<file path="config.mk">
export PLATFORM = sky130hd
export DESIGN_NAME = segmented_display_scheduler
export DESIGN_NICKNAME = d
export VERILOG_FILES = /design/src/rtl/segmented_display_pkg.sv /design/src/rtl/segmented_display_scheduler_picker.sv /design/src/rtl/segmented_display_scheduler.sv
export SDC_FILE = /design/constraint.sdc
export NUM_CORES = 1
export LEC_CHECK = 0
export ABC_AREA = 1
export CORE_ASPECT_RATIO = 2
export CORE_UTILIZATION = 43
export DETAILED_ROUTE_END_ITERATION = 8
export PLACE_DENSITY = 0.71
export RECOVER_POWER = 100
export SLEW_MARGIN = 25
export SYNTH_ARGS = -nofsm -noshare
export SYNTH_HDL_FRONTEND = slang
export SYNTH_SLANG_ARGS = --single-unit
</file>
<file path="constraint.sdc">
create_clock -name clock -period 3.2 [get_ports clock]
set_input_delay 0.64 -clock clock [delete_from_list [all_inputs] [get_ports clock]]
set_output_delay 0.64 -clock clock [all_outputs]
set_load 0.01 [all_outputs]
</file>
<file path="src/rtl/segmented_display_pkg.sv">
// Shared types, constants and round-robin search for the display scheduler.
package segmented_display_pkg;

  typedef enum logic [1:0] {
    IDLE = 2'd0,
    SHOW = 2'd1,
    GAP  = 2'd2
  } state_t;

  localparam int unsigned max_requesters    = 32;
  localparam int unsigned pick_index_width  = 5;
  localparam int unsigned max_pattern_width = 256;

  // Blank display contents; the top takes as many low bits as it needs.
  localparam logic [max_pattern_width-1:0] default_idle_pattern = '0;

  typedef struct packed {
    logic                        found;
    logic [pick_index_width-1:0] idx;
  } pick_t;

  // First requesting index at or after pointer, searching upward with wrap-around.
  function automatic pick_t rr_pick(
    input logic [max_requesters-1:0]   req,
    input logic [pick_index_width-1:0] pointer,
    input int unsigned                 count
  );
    pick_t       result;
    logic [31:0] cand;
    result = '0;
    for (int unsigned k = 0; k < max_requesters; k++) begin
      cand = 32'(pointer) + k;
      if (cand >= count) cand = cand - count;
      if ((k < count) && !result.found && req[cand[pick_index_width-1:0]]) begin
        result.found = 1'b1;
        result.idx   = cand[pick_index_width-1:0];
      end
    end
    return result;
  endfunction

endpackage

</file>
<file path="src/rtl/segmented_display_scheduler_picker.sv">
// Combinational round-robin picker: next requester at or after the pointer.
module round_robin_picker
  import segmented_display_pkg::*;
#(
  parameter int unsigned number_of_requesters = 4
) (
  input  logic [number_of_requesters-1:0]         req,
  input  logic [$clog2(number_of_requesters)-1:0] pointer,
  output logic                                    found,
  output logic [$clog2(number_of_requesters)-1:0] idx
);

  localparam int unsigned index_width = $clog2(number_of_requesters);

  pick_t pick;
  logic  unused_pick_bits;

  assign pick             = rr_pick(max_requesters'(req), pick_index_width'(pointer),
                                    number_of_requesters);
  assign found            = pick.found;
  assign idx              = index_width'(pick.idx);
  assign unused_pick_bits = &{1'b0, pick.idx};

endmodule

</file>
<file path="src/rtl/segmented_display_scheduler.sv">
// Round-robin time-sharing of one segmented display among several requesters.
module segmented_display_scheduler
  import segmented_display_pkg::*;
#(
  parameter int unsigned number_of_nybbles    = 4,
  parameter int unsigned number_of_requesters = 4,
  parameter int unsigned dwell_cycles         = 50000000,
  parameter int unsigned blank_cycles         = 5000000,
  parameter logic [number_of_nybbles*4-1:0] idle_pattern =
    default_idle_pattern[number_of_nybbles*4-1:0]
) (
  input  logic                                                   clock,
  input  logic                                                   reset,
  input  logic [number_of_requesters-1:0]                        req,
  input  logic [number_of_requesters*number_of_nybbles*4-1:0]    req_data,
  input  logic [number_of_requesters*number_of_nybbles-1:0]      req_dp,
  output logic [number_of_requesters-1:0]                        grant,
  output logic [number_of_requesters-1:0]                        done,
  output logic [$clog2(number_of_requesters)-1:0]                owner,
  output logic [number_of_nybbles*4-1:0]                         data,
  output logic [number_of_nybbles-1:0]                           dp,
  output logic                                                   busy
);

  localparam int unsigned data_width  = number_of_nybbles * 4;
  localparam int unsigned index_width = $clog2(number_of_requesters);
  localparam int unsigned count_max   = (dwell_cycles > blank_cycles) ? dwell_cycles : blank_cycles;
  localparam int unsigned count_width = $clog2(count_max + 1);

  localparam logic [count_width-1:0] dwell_last = count_width'(dwell_cycles - 1);
  localparam logic [count_width-1:0] gap_last   =
    count_width'((blank_cycles == 0) ? 0 : blank_cycles - 1);
  localparam logic [index_width-1:0] last_index = index_width'(number_of_requesters - 1);
  localparam logic [number_of_requesters-1:0] one_hot_base = number_of_requesters'(1);

  state_t                   state;
  logic [index_width-1:0]   pointer;
  logic [count_width-1:0]   counter;

  logic                     pick_found;
  logic [index_width-1:0]   pick_idx;
  logic [index_width-1:0]   next_pointer;

  logic [data_width-1:0]        slice_data [number_of_requesters];
  logic [number_of_nybbles-1:0] slice_dp   [number_of_requesters];

  // Unpack the requester buses into per-requester slices.
  for (genvar r = 0; r < number_of_requesters; r++) begin : g_slice
    assign slice_data[r] = req_data[r*data_width +: data_width];
    assign slice_dp[r]   = req_dp[r*number_of_nybbles +: number_of_nybbles];
  end

  round_robin_picker #(
    .number_of_requesters(number_of_requesters)
  ) u_picker (
    .req    (req),
    .pointer(pointer),
    .found  (pick_found),
    .idx    (pick_idx)
  );

  // Pointer moves past the departing owner so every requester gets a turn.
  assign next_pointer = (owner == last_index) ? '0 : owner + 1'b1;

  // Ownership FSM with dwell/blank counter and registered display outputs.
  always_ff @(posedge clock) begin
    if (reset) begin
      state   <= IDLE;
      pointer <= '0;
      counter <= '0;
      grant   <= '0;
      done    <= '0;
      owner   <= '0;
      busy    <= 1'b0;
      data    <= idle_pattern;
      dp      <= '0;
    end else begin
      done <= '0;
      case (state)
        IDLE: begin
          data <= idle_pattern;
          dp   <= '0;
          if (pick_found) begin
            state   <= SHOW;
            grant   <= one_hot_base << pick_idx;
            owner   <= pick_idx;
            busy    <= 1'b1;
            counter <= '0;
            data    <= slice_data[pick_idx];
            dp      <= slice_dp[pick_idx];
          end
        end
        SHOW: begin
          if ((counter == dwell_last) || !req[owner]) begin
            // Expiry takes precedence over a simultaneous request drop.
            if (counter == dwell_last) done <= one_hot_base << owner;
            grant   <= '0;
            pointer <= next_pointer;
            counter <= '0;
            data    <= idle_pattern;
            dp      <= '0;
            if (blank_cycles == 0) begin
              state <= IDLE;
              busy  <= 1'b0;
            end else begin
              state <= GAP;
            end
          end else begin
            counter <= counter + 1'b1;
            data    <= slice_data[owner];
            dp      <= slice_dp[owner];
          end
        end
        GAP: begin
          data <= idle_pattern;
          dp   <= '0;
          if (counter == gap_last) begin
            state   <= IDLE;
            busy    <= 1'b0;
            counter <= '0;
          end else begin
            counter <= counter + 1'b1;
          end
        end
        default: begin
          state   <= IDLE;
          grant   <= '0;
          busy    <= 1'b0;
          counter <= '0;
        end
      endcase
    end
  end

endmodule

</file>
==> results.txt, run 1 <==
Largest cells by area after synthesis = dfxtp_1, nor2_1, nand2_1
Post-Syn Instances = 824
# IOs = 117
Post-Synth Simple-Gate Area = 43.4%
Slew margin rel. = 51.5%
CP max FO = 30
Status = finished, final reports clean
Synth top area share = 25.1%
Final Skew = 8.26 ps
Register Area = 0.00122 sq mm
Hold Path Cell Cnt = 2
Worst Hold Class = register to register
Slowest cell on crit path = dfxtp_1
Sink Count = 61
Yosys cell types = 35
Initial Util = 44.5%
Pwr/cell area = 859 mW/mm^2
Final Hold Fails = 0
Synth Area per Inst = 5.91 sq um
Adder-cell area share of the yosys netlist = 2.57%
H-tree lvl count = 3
Highest clock rate = 336 MHz
Clock Path Buffers = 2
Final Setup Violations = 0
Share of layout cells above drive strength 1 = 8.05%
Area grow syn2layout = 32.3%
Drt pass-1 iters = 7
#FFs+latches synth = 61
Initial antenna violation count = 0
Main combinational cell family by area after synthesis = simple AND/OR/NAND/NOR gates
Number of global-route vias before repair = 6,015
Chip height = 152 microns
Grt ovf = 0
DRC Markers = 0
Setup Buffers After CTS = 0
Max-slew violation count = 0
XOR/XNOR Fraction of Synth Area = 0.540%
Final min period = 2980 ps
Multi-input logic area = 0.00306 sq mm
Cell area after synthesis = 0.00487 sq mm
GPL Wtd Cong = 0.942
Worst setup EP type = output port
R2R depth = 14
Post-DP HPWL = 14.2 mm
Post-synth ARST share = 0%
DR vias/cell = 5.46
Root buf cell = clkbuf_16
Rows = 54
# hold bufs at CTS = 0
Largest net degree at the start of global routing = 47
Synth top cells by count = nor2_1, nand2_1, inv_1, o21ai_0, dfxtp_1
GRT Total Usage = 31.7%
Drt wl/cell = 16.6 microns
CTS clk-pin slew, worst paths = 60 ps
Placed insts = 1,068
Worst EP required = 2560 ps
Final Cycle Share = 93.0%
Via count = 5,918
Cts repair resizes = 0
Sequential-to-total area share from yosys stat = 25.1%
Post-Route Setup TNS = 0 ps
Leak = 0.00285 uW
Critical path's largest stage delay = 680 ps
RSZ-0062 raised after global routing = no
Crit path cell chain = clkbuf_2, clkdlybuf4s50_1
Post-synthesis mux area share = 0%
Syn_nets = 920
Most used flip-flop cell after synthesis = dfxtp_1
DIE AREA = 0.0118 sq mm
Non-Filler Instances = 1,084
Core Area = 0.0109 sq mm
Diodes inserted = 0
Clk_lat worst skew = 340 ps
# fillers = 1,127
Largest area contributor in the netlist = dfxtp_1
YS warnings = 0
Cell with the most instances after synthesis = nor2_1
Die width = 77.2 microns
Post-route ant nets = 0
Max-Cap Viols = 0
Tightest Pin Transition = 727 ps
CP Data Arrival Time = 2340 ps
Complex-gate fraction of the synthesized area = 16.8%
Number of synthesized flops with an enable pin = 0
WS Path Type = register to output port
CTS tree = done
CTS buffer count = 9
I/O Buffers = 116
Routed WL = 18.0 mm
First-pass GRT wire length = 28.8 mm
Net count, final = 1,035
DR iter-0 viols = 359
Startpoint class of the critical path = register
Max VDD drop = 0.000563 V
-- worst max-delay path: cells and delay by family (launching register included) --
family   cells  cell delay, ps
flops        1             680
buf+inv      2            1320
-- cell families (layout without fill, tap and decap cells) --
logic type	Yosys count	in the layout
adder cells (fa/ha/maj)	10	10
flip-flops	61	61
buffers and inverters	133	253
AND/OR/NAND/NOR	468	468
AO/OA/AOI/OAI	149	149
XOR/XNOR	3	3
-- through the flow --
stage	hold WS, ps	cell area (sq um)	total power (uW)	util, %	setup slack (ps)
3_5_place_dp	469	6180	4620	56.5	232
2_1_floorplan	473	4870	3540	-	847
6_report	469	6440	5540	58.9	224
4_1_cts	478	6490	5640	59.3	314
5_1_grt	511	6440	5990	58.9	36.1
3_3_place_gp	469	6180	4600	56.5	270
-- routing by layer --
| metal | part of all wire, % | up-vias | routed length [microns] | global-route usage (%) |
|---|---|---|---|---|
| li1 | - | 2924 | - | - |
| met1 | 32 | 2678 | 5720 | 27.0 |
| met2 | 55 | 238 | 9980 | 61.8 |
| met3 | 5.2 | 78 | 934 | 5.57 |
| met4 | 7.6 | 0 | 1370 | 24.8 |
| met5 | 0 | - | 0 | 0 |
-- registers in the layout, summed over array words and instances (netlist names) --
signal / cells
grant: 4
data: 16
owner: 2
counter: 26
done: 4
busy: 1
dp: 4
pointer: 2
state: 2
-- where the power goes --
group	internal, uW	switching [uW]
registers	908	153
clock network	625	375
logic	1200	2270
-- cells in the final DEF, fill, tap and decap left out, types with 2 or more instances in the layout --
cell,instances
nor3b_1,7
buf_4,17
nand4_1,17
clkbuf_16,9
nor4_1,7
inv_1,91
clkbuf_2,2
clkinvlp_4,2
nand3_2,18
nand3b_1,6
ha_1,10
nand2_1,158
clkdlybuf4s50_1,86
inv_2,6
a21oi_2,7
xor2_1,2
clkbuf_1,5
nand3_1,45
nor3_1,30
o21ai_0,73
a21oi_1,54
o211ai_1,8
dfxtp_1,61
nor2_2,2
dlygate4sd3_1,30
nor2_1,168
a31oi_1,2
nand2_2,8
-- final timing paths --
path                           startpoint                        to  slack [ps]
setup / recovery    owner[0]$_SDFFE_PP0P_                  owner[0]         220
hold / removal      grant[3]$_SDFFE_PP0P_     grant[3]$_SDFFE_PP0P_         470
setup reg to reg  pointer[1]$_SDFFE_PP0N_  counter[21]$_SDFFE_PP0P_         260
hold reg to reg     grant[3]$_SDFFE_PP0P_     grant[3]$_SDFFE_PP0P_         470
-- cell type report --
type | instances | share of cell area, %
multi-input combinational | 630 | 47.5
clock buffer | 11 | 3.77
tap | 140 | 2.72
inverter | 97 | 5.65
sequential | 61 | 19.0
timing repair buffer | 140 | 20.5
clock inverter | 5 | 0.913
Power figures use the tool's default switching activity.
==> inputs of run 2 (changes only) <==
Settings changed: SETUP_SLACK_MARGIN from default to 0.1.
==> run 2 against run 1 <==
Maximum frequency shrank 0.45%. Design area grew 0.25%. First-iteration DRC count shrank 0.56%. Hold slack is essentially flat. Critical path type unchanged. Critical endpoint unchanged. Largest cell class unchanged. Largest power group unchanged.
==> results.txt, run 2 (synthesized netlist as in run 1, its figures left out) <==
Largest register by flop count = counter
GPL Wtd Cong = 0.942 (unchanged)
CTS buffer count = 9 (unchanged)
Net count, final = 1,035 (unchanged)
H-tree lvl count = 3 (unchanged)
Final Cycle Share = 93.4% (+0.42 points)
Final Setup Violations = 0 (unchanged)
Tightest Pin Transition = 726 ps (-1.43 ps)
Die width = 77.2 microns (unchanged)
Final min period = 2990 ps (+13.4 ps)
Diodes inserted = 0 (unchanged)
Root buf cell = clkbuf_16
Sink Count = 61 (unchanged)
WHS = 469 ps (-0.0320 ps)
Initial Util = 44.5% (unchanged)
Worst setup EP type = output port
Placed insts = 1,068 (unchanged)
CTS clk-pin slew, worst paths = 60 ps (about the same)
Status = finished, final reports clean
Highest clock rate = 335 MHz (-0.45%)
Pwr/cell area = 865 mW/mm^2 (+0.68%)
Rows = 54 (unchanged)
WS Path Type = register to output port
Post-route ant nets = 0 (unchanged)
Clock Path Buffers = 2 (unchanged)
Cts repair resizes = 0 (unchanged)
Chip height = 152 microns (unchanged)
Initial antenna violation count = 0 (unchanged)
Max-Cap Viols = 0 (unchanged)
DR vias/cell = 5.44 (-0.32%)
Post-DP HPWL = 14.2 mm (unchanged)
CTS tree = done
Max-slew violation count = 0 (unchanged)
Share of layout cells above drive strength 1 = 8.05% (unchanged)
Clk_lat worst skew = 340 ps (about the same)
Startpoint class of the critical path = register
Worst EP required = 2560 ps (about the same)
GRT Total Usage = 31.7% (unchanged)
DIE AREA = 0.0118 sq mm (unchanged)
Routed WL = 18.1 mm (+0.44%)
First-pass GRT wire length = 28.8 mm (unchanged)
Worst slack at placement = 232 ps (unchanged)
# fillers = 1,123 (-0.35%)
I/O Buffers = 116 (unchanged)
Core Area = 0.0109 sq mm (unchanged)
Grt ovf = 0 (unchanged)
Setup Buffers After CTS = 0 (unchanged)
# IOs = 117 (unchanged)
DRC Markers = 0 (unchanged)
Commonest non-fill, non-tap cell in the layout = nor2_1
Non-Filler Instances = 1,084 (unchanged)
Drt wl/cell = 16.7 microns (+0.44%)
# hold bufs at CTS = 0 (unchanged)
Leak = 0.00287 uW (+0.47%)
Setup WS post-layout = 211 ps (-13.4 ps)
Slew margin rel. = 51.6% (+0.095 points)
Max reg flops = 26 (unchanged)
Number of global-route vias before repair = 6,015 (unchanged)
Worst Hold Class = register to register
Via count = 5,899 (-0.32%)
Top Registers = counter: 26 flops, data: 16 flops
Post-Route Setup TNS = 0 ps (unchanged)
Largest net degree at the start of global routing = 47 (unchanged)
CP Data Arrival Time = 2350 ps (about the same)
CP max FO = 30 (unchanged)
Area grow syn2layout = 32.7%
Drt pass-1 iters = 6 (-1)
Commonest cells after routing, fill and taps aside = nor2_1, nand2_1, inv_1
Max VDD drop = 0.000578 V (+2.7%)
DR iter-0 viols = 357 (-0.56%)
Final Hold Fails = 0 (unchanged)
Final Skew = 7.39 ps (-0.874 ps)
RSZ-0062 raised after global routing = yes
-- run 2: path summary, 6_finish.rpt --
check	endpoint	slack (ps)	startpoint	cells after the start
worst max register to register	counter[21]$_SDFFE_PP0P_	240	pointer[1]$_SDFFE_PP0N_	14
worst min register to register	grant[3]$_SDFFE_PP0P_	470	grant[3]$_SDFFE_PP0P_	2
worst max-delay path	owner[0]	210	owner[0]$_SDFFE_PP0P_	2
worst min-delay path	grant[3]$_SDFFE_PP0P_	470	grant[3]$_SDFFE_PP0P_	2
-- run 2: metrics by stage --
stage | power (uW) | utilization [%] | area, sq um
6_report | 5590 | 59.0 | 6460
2_1_floorplan | 3540 | - | 4870
3_5_place_dp | 4620 | 56.5 | 6180
3_3_place_gp | 4600 | 56.5 | 6180
5_1_grt | 6040 | 59.0 | 6460
4_1_cts | 5640 | 59.3 | 6490
-- run 2: where the power goes --
group | internal (uW) | total, uW | switching, uW
clock network | 625 | 996 | 371
logic | 1230 | 3530 | 2300
registers | 908 | 1060 | 152
-- run 2: cell type report --
| type | instances | area [sq um] | area share, % |
|---|---|---|---|
| repair buffers | 140 | 1330 | 20.6 |
| multi-input cells | 630 | 3070 | 47.5 |
| clock buffers | 11 | 243 | 3.76 |
| clock inverters | 5 | 58.8 | 0.911 |
| inverters | 97 | 364 | 5.64 |
| flip-flops and latches | 61 | 1220 | 18.9 |
| well taps | 140 | 175 | 2.71 |
-- run 2: layer usage --
layer	vias up	wire length, microns	track usage [%]
li1	2920	-	-
met1	2683	5820	27.0
met2	217	10000	61.8
met3	79	820	5.57
met4	0	1400	24.8
met5	-	0	0
-- run 2: critical path: stages (launching register included) --
cell,delay (ps)
dfxtp_1,690
clkbuf_2,650
clkdlybuf4s50_1,680
